==> config.mk <==
export PLATFORM = sky130hd
export DESIGN_NAME = memory_arbiter
export DESIGN_NICKNAME = d
export VERILOG_FILES = /design/src/rtl/memory_arbiter.sv
export SDC_FILE = /design/constraint.sdc
export NUM_CORES = 1
export LEC_CHECK = 0
export ABC_CLOCK_PERIOD_IN_PS = 2000
export CAP_MARGIN = 15
export CORE_ASPECT_RATIO = 1.2
export CORE_MARGIN = 10
export CORE_UTILIZATION = 40
export CTS_CLUSTER_SIZE = 16
export DETAILED_ROUTE_END_ITERATION = 8
export GPL_ROUTABILITY_DRIVEN = 1
export PLACE_DENSITY = 0.8
export SETUP_SLACK_MARGIN = 0.4
export SYNTH_ARGS = -nofsm -noshare
export SYNTH_HDL_FRONTEND = slang
export SYNTH_SLANG_ARGS = --single-unit
==> constraint.sdc <==
create_clock -name clk -period 2 [get_ports clk]
set_clock_uncertainty 0.2 [all_clocks]
set_input_delay 0.2 -clock clk [delete_from_list [all_inputs] [get_ports clk]]
set_output_delay 0.2 -clock clk [all_outputs]
set_load 0.01 [all_outputs]
==> src/rtl/memory_arbiter.sv <==
// Two-port memory arbiter: round-robin or fixed-priority access
// to one memory data port with a configurable read latency.
module memory_arbiter #(
  parameter int READ_LATENCY = 1,
  parameter bit RR_ENABLE    = 1'b1
) (
  input  logic        clk,
  input  logic        rst,
  input  logic        a_req,
  input  logic [31:0] a_address,
  input  logic [31:0] a_data,
  input  logic [2:0]  a_writeMode,
  input  logic [2:0]  a_readMode,
  input  logic        a_unsignedLoad,
  output logic        a_ack,
  output logic [31:0] a_rdata,
  input  logic        b_req,
  input  logic [31:0] b_address,
  input  logic [31:0] b_data,
  input  logic [2:0]  b_writeMode,
  input  logic [2:0]  b_readMode,
  input  logic        b_unsignedLoad,
  output logic        b_ack,
  output logic [31:0] b_rdata,
  output logic [31:0] address,
  output logic [31:0] data,
  output logic [2:0]  writeMode,
  output logic [2:0]  readMode,
  output logic        unsignedLoad,
  input  logic [31:0] dataOutput
);
  localparam logic [2:0] MODE_NONE = 3'd0;
  localparam logic [1:0] LAT_M1 = 2'(READ_LATENCY - 1);
  localparam logic GNT_A = 1'b0;
  localparam logic GNT_B = 1'b1;

  typedef enum logic [1:0] {
    IDLE,
    ISSUE,
    WAIT,
    RESP
  } state_e;

  state_e      state_q, state_d;
  logic [1:0]  cnt_q, cnt_d;
  logic        gnt_q, gnt_d;
  logic [31:0] addr_q, addr_d;
  logic [31:0] wdat_q, wdat_d;
  logic [2:0]  wm_q, wm_d;
  logic [2:0]  rm_q, rm_d;
  logic        uns_q, uns_d;
  logic [31:0] a_rdata_q, a_rdata_d;
  logic [31:0] b_rdata_q, b_rdata_d;
  logic        pick_b;

  // gnt_q doubles as the last-grant history for round-robin
  always_comb begin
    if (RR_ENABLE) begin
      pick_b = b_req && (!a_req || gnt_q == GNT_A);
    end else begin
      pick_b = b_req && !a_req;
    end
  end

  always_comb begin
    state_d      = state_q;
    cnt_d        = cnt_q;
    gnt_d        = gnt_q;
    addr_d       = addr_q;
    wdat_d       = wdat_q;
    wm_d         = wm_q;
    rm_d         = rm_q;
    uns_d        = uns_q;
    a_rdata_d    = a_rdata_q;
    b_rdata_d    = b_rdata_q;
    address      = '0;
    data         = '0;
    writeMode    = MODE_NONE;
    readMode     = MODE_NONE;
    unsignedLoad = 1'b0;
    unique case (state_q)
      IDLE: begin
        if (a_req || b_req) begin
          state_d = ISSUE;
          gnt_d   = pick_b;
          if (pick_b) begin
            addr_d = b_address;
            wdat_d = b_data;
            wm_d   = b_writeMode;
            rm_d   = b_readMode;
            uns_d  = b_unsignedLoad;
          end else begin
            addr_d = a_address;
            wdat_d = a_data;
            wm_d   = a_writeMode;
            rm_d   = a_readMode;
            uns_d  = a_unsignedLoad;
          end
        end
      end
      ISSUE: begin
        address      = addr_q;
        data         = wdat_q;
        writeMode    = wm_q;
        readMode     = (wm_q != MODE_NONE) ? MODE_NONE : rm_q;
        unsignedLoad = uns_q;
        cnt_d        = LAT_M1;
        if (wm_q == MODE_NONE && rm_q != MODE_NONE) begin
          state_d = WAIT;
        end else begin
          state_d = RESP;
        end
      end
      WAIT: begin
        if (cnt_q == 2'd0) begin
          state_d = RESP;
          if (gnt_q == GNT_B) begin
            b_rdata_d = dataOutput;
          end else begin
            a_rdata_d = dataOutput;
          end
        end else begin
          cnt_d = cnt_q - 2'd1;
        end
      end
      RESP: begin
        state_d = IDLE;
      end
      default: begin
        state_d = IDLE;
      end
    endcase
  end

  always_ff @(posedge clk) begin
    if (rst) begin
      state_q   <= IDLE;
      cnt_q     <= 2'd0;
      gnt_q     <= GNT_B;
      addr_q    <= '0;
      wdat_q    <= '0;
      wm_q      <= MODE_NONE;
      rm_q      <= MODE_NONE;
      uns_q     <= 1'b0;
      a_rdata_q <= '0;
      b_rdata_q <= '0;
    end else begin
      state_q   <= state_d;
      cnt_q     <= cnt_d;
      gnt_q     <= gnt_d;
      addr_q    <= addr_d;
      wdat_q    <= wdat_d;
      wm_q      <= wm_d;
      rm_q      <= rm_d;
      uns_q     <= uns_d;
      a_rdata_q <= a_rdata_d;
      b_rdata_q <= b_rdata_d;
    end
  end

  assign a_ack   = (state_q == RESP) && (gnt_q == GNT_A);
  assign b_ack   = (state_q == RESP) && (gnt_q == GNT_B);
  assign a_rdata = a_rdata_q;
  assign b_rdata = b_rdata_q;

endmodule
==> metrics.md <==
| Metric | Value |
|---|---|
| Status | `complete, but fails checks` |
| Failing checks | `setup timing` |
| Initial Utilization | `0.4119` |
| Port Buffers | `314` |
| Hold_sp | `dataOutput[2]` |
| Reg-to-Reg Start | `state_q[1]$_SDFFE_PP0P_` |
| Final non-filler cell total | `1,313` |
| Max-cap violations | `0` |
| Register-to-Register Path Depth | `10` |
| Starting DRT DRC Count | `583` |
| Die area | `21,010 µm²` |
| Hold depth | `3` |
| Post-Syn Area | `6237 µm²` |
| Final Net Count | `1,279` |
| Gr usage total | `0.2472` |
| Core Area | `15,140 µm²` |
| Share of layout cells above drive strength 1 | `0.4206` |
| Crit path capture type | `register` |
| Cell chosen for the clock root | `clkbuf_16` |
| Cell area after layout | `12,970 µm²` |
| Setup CP Type | `reg2reg` |
| Clk slew on worst S/H paths | `0.06 ns` |
| Static Leak | `6.144 nW` |
| CTS tree | `built` |
| Global-route wire length before repair | `40,350 µm` |
| Inst Count DP | `1,207` |
| CTS Buf Count | `17` |
| Antenna violations before repair | `1` |
| Fmax | `496.7 MHz` |
| PwrDens | `1271 nW/µm²` |
| GPL Wtd Cong | `0.8468` |
| CP Max Fanout | `7` |
| Hold Path Class | `in2reg` |
| Crit path required time | `2.08 ns` |
| Antenna Nets Post-Route | `0` |
| Post-synth top area share | `0.4493` |
| Avg Inst Size Synth | `8.651 µm²` |
| Die Y | `156.8 µm` |
| Warnings from Yosys | `0` |
| Worst VDD drop | `0.9030 mV` |
| Worst Path Arrival | `2.10 ns` |
| Die Wd | `134.0 µm` |
| Slew HR | `0.6177` |
| Routed wire per std cell | `25.89 µm` |
| Worst setup SP type | `register` |
| Setup slack after layout | `-0.01312 ns` |
| End of the worst hold path | `a_rdata[2]$_SDFFE_PP0P_` |
| First-pass detailed-route iteration total | `5` |
| Number of global-route vias before repair | `6,943` |
| Pre-CTS setup slack | `-0.001602 ns` |
| Placed cell areas | `9662 µm²` |
| Largest net degree at the start of global routing | `56` |
| Leading area contributor after synthesis | `dfxtp_1` |
| Final hold vios | `0` |
| Grt total ovfl | `0` |
| Slew at the pin closest to its max-slew limit | `0.5735 ns` |
| FF-to-FF setup slack | `-0.01 ns` |
| Avg Vias per Cell | `5.641` |
| Htree depth | `4` |
| Number of remaining DRC errors | `0` |
| Final HPWL DP | `16,810 µm` |
| Maximum clock insertion buffer count | `2` |
| Tcrit/Tclk final | `1.007` |
| Vias | `7,406` |
| Crit Reg-Reg Endpoint | `addr_q[11]$_SDFFE_PP0P_` |
| Total clock sinks | `140` |
| Clk Latency, worst-skew pair | `0.43 ns` |
| Rows | `49` |
| Dominant cells by area after synthesis | `dfxtp_1, mux2i_1, a211oi_1` |
| Unrepaired setup endpoints after global routing | `yes` |
| Mapped Cells | `721` |
| Synth cell types | `30` |
| Final wirelength | `34,000 µm` |
| Final setup viols | `5` |
| Synth Net Count | `905` |
| Max-slew violation count | `0` |
| Sequential share of the synthesized area | `0.4493` |
| I/O Pins | `315` |
| Post-synthesis sequential element count | `140` |
| Post-layout min period | `2.013 ns` |
| Layout area overhead | `107.9%` |
| Fillers | `646` |
==> cells in the mapped netlist (all sizes together) <==
cell and number:
dfxtp 140, nand2 128, a211oi 72, nor2 72, mux2i 71, and2 70
a21oi 67, clkbuf 39, buf 23, ha 6, and3 4, inv 4
nor2b 3, nor3 3, o21ai 3, a31oi 2, nand2b 2, nand3 2
o211ai 2, a21boi 1, and3b 1, nand3b 1, nor3b 1, o21a 1
or2 1, or3 1, or3b 1
==> cell usage in the layout, fill, tap and decap left out, types with 3 or more instances in the layout <==
| master | n |
|---|---|
| nand2_1 | 88 |
| a211oi_2 | 44 |
| clkinv_4 | 4 |
| clkdlybuf4s50_1 | 183 |
| buf_6 | 86 |
| buf_4 | 26 |
| a21oi_2 | 37 |
| and2_1 | 7 |
| clkbuf_16 | 28 |
| nor2_2 | 16 |
| bufinv_16 | 3 |
| buf_12 | 22 |
| nand2_2 | 6 |
| dlymetal6s2s_1 | 57 |
| buf_16 | 16 |
| buf_2 | 6 |
| mux2i_1 | 65 |
| nor2_1 | 30 |
| nor2_4 | 26 |
| a211oi_1 | 26 |
| buf_8 | 8 |
| nand2_4 | 34 |
| dfxtp_1 | 137 |
| a21oi_1 | 30 |
| mux2i_2 | 5 |
| ha_4 | 4 |
| clkinv_2 | 5 |
| and2_4 | 63 |
| and3_4 | 4 |
==> through the flow <==
step | TNS, ns | hold WS [ns] | util | power (mW)
global placement | 0 | 0.2413 | 0.6380 | 8.142
global route | -0.6505 | 0.1689 | 0.8563 | 16.95
floorplan | 0 | 0.1360 | - | 6.234
CTS | -0.1441 | 0.1314 | 0.7514 | 13.80
finish | -0.02360 | 0.1668 | 0.8563 | 16.48
detailed placement | -0.001602 | 0.2456 | 0.6380 | 8.224
==> repair_timing <==
item,CTS,global route
hold endpoints to repair,1,0
pin swaps,19,132
setup buffers,21,23
hold buffers,1,0
endpoints found under the setup margin,274,277
gates cloned,18,10
gates resized for setup,505,334
==> report_power, final <==
part / internal [mW] / switching, mW / leakage [nW]
clock network: 1.96 / 1.34 / 0.293
logic: 4.95 / 4.14 / 4.70
registers: 3.47 / 0.628 / 1.15
==> layout make-up <==
class,instances,area (µm²),area share
repair buffers,416,5025,0.3875
clock inverters,15,173.9,0.01341
diodes,1,2.502,0.0001930
clock buffers,17,425.4,0.03281
well taps,204,255.2,0.01968
inverters,4,22.52,0.001737
multi-input cells,516,4254,0.3281
flip-flops and latches,140,2809,0.2166
==> registers in the layout, summed over array words and instances, names as in the netlist <==
signal	count
state_q	2
wm_q	3
uns_q	1
b_rdata	32
rm_q	3
wdat_q	32
addr_q	32
a_rdata	32
cnt_q	2
gnt_q	1
==> how the worst max path moves through the flow <==
stage	depth (start not counted)	end	from
after floorplan	7	a_rdata[10]$_SDFFE_PP0P_	state_q[0]$_SDFFE_PP0P_
after global placement	6	addr_q[21]$_SDFFE_PP0P_	a_req
after detailed placement	6	addr_q[21]$_SDFFE_PP0P_	a_req
after CTS	6	address[29]	state_q[1]$_SDFFE_PP0P_
after global routing	10	addr_q[11]$_SDFFE_PP0P_	state_q[1]$_SDFFE_PP0P_
final	10	addr_q[11]$_SDFFE_PP0P_	state_q[1]$_SDFFE_PP0P_
==> worst max-delay path, cell delays in order, from the launching register on <==
cell	delay [ns]
dfxtp_2	0.34
inv_2	0.05
buf_4	0.13
buf_6	0.11
ha_4	0.17
o21a_4	0.17
buf_12	0.15
buf_8	0.13
buf_16	0.14
nor2_1	0.18
a211oi_1	0.08
==> kinds of logic after synthesis <==
logic type / synth area share
compound gates: 0.1502
flops: 0.4493
buf+inv: 0.06359
fa+ha+maj: 0.01204
simple gates: 0.2108
mux: 0.1139
==> routing by layer <==
| layer | share of wire | GRT usage | routed length, µm |
|---|---|---|---|
| met5 | 0 | 0 | 0 |
| met3 | 0.088 | 0.09994 | 2979 |
| met1 | 0.34 | 0.2517 | 11690 |
| met4 | 0.052 | 0.1323 | 1779 |
| met2 | 0.52 | 0.4270 | 17550 |
No activity file was read; power rests on OpenSTA's default activity.
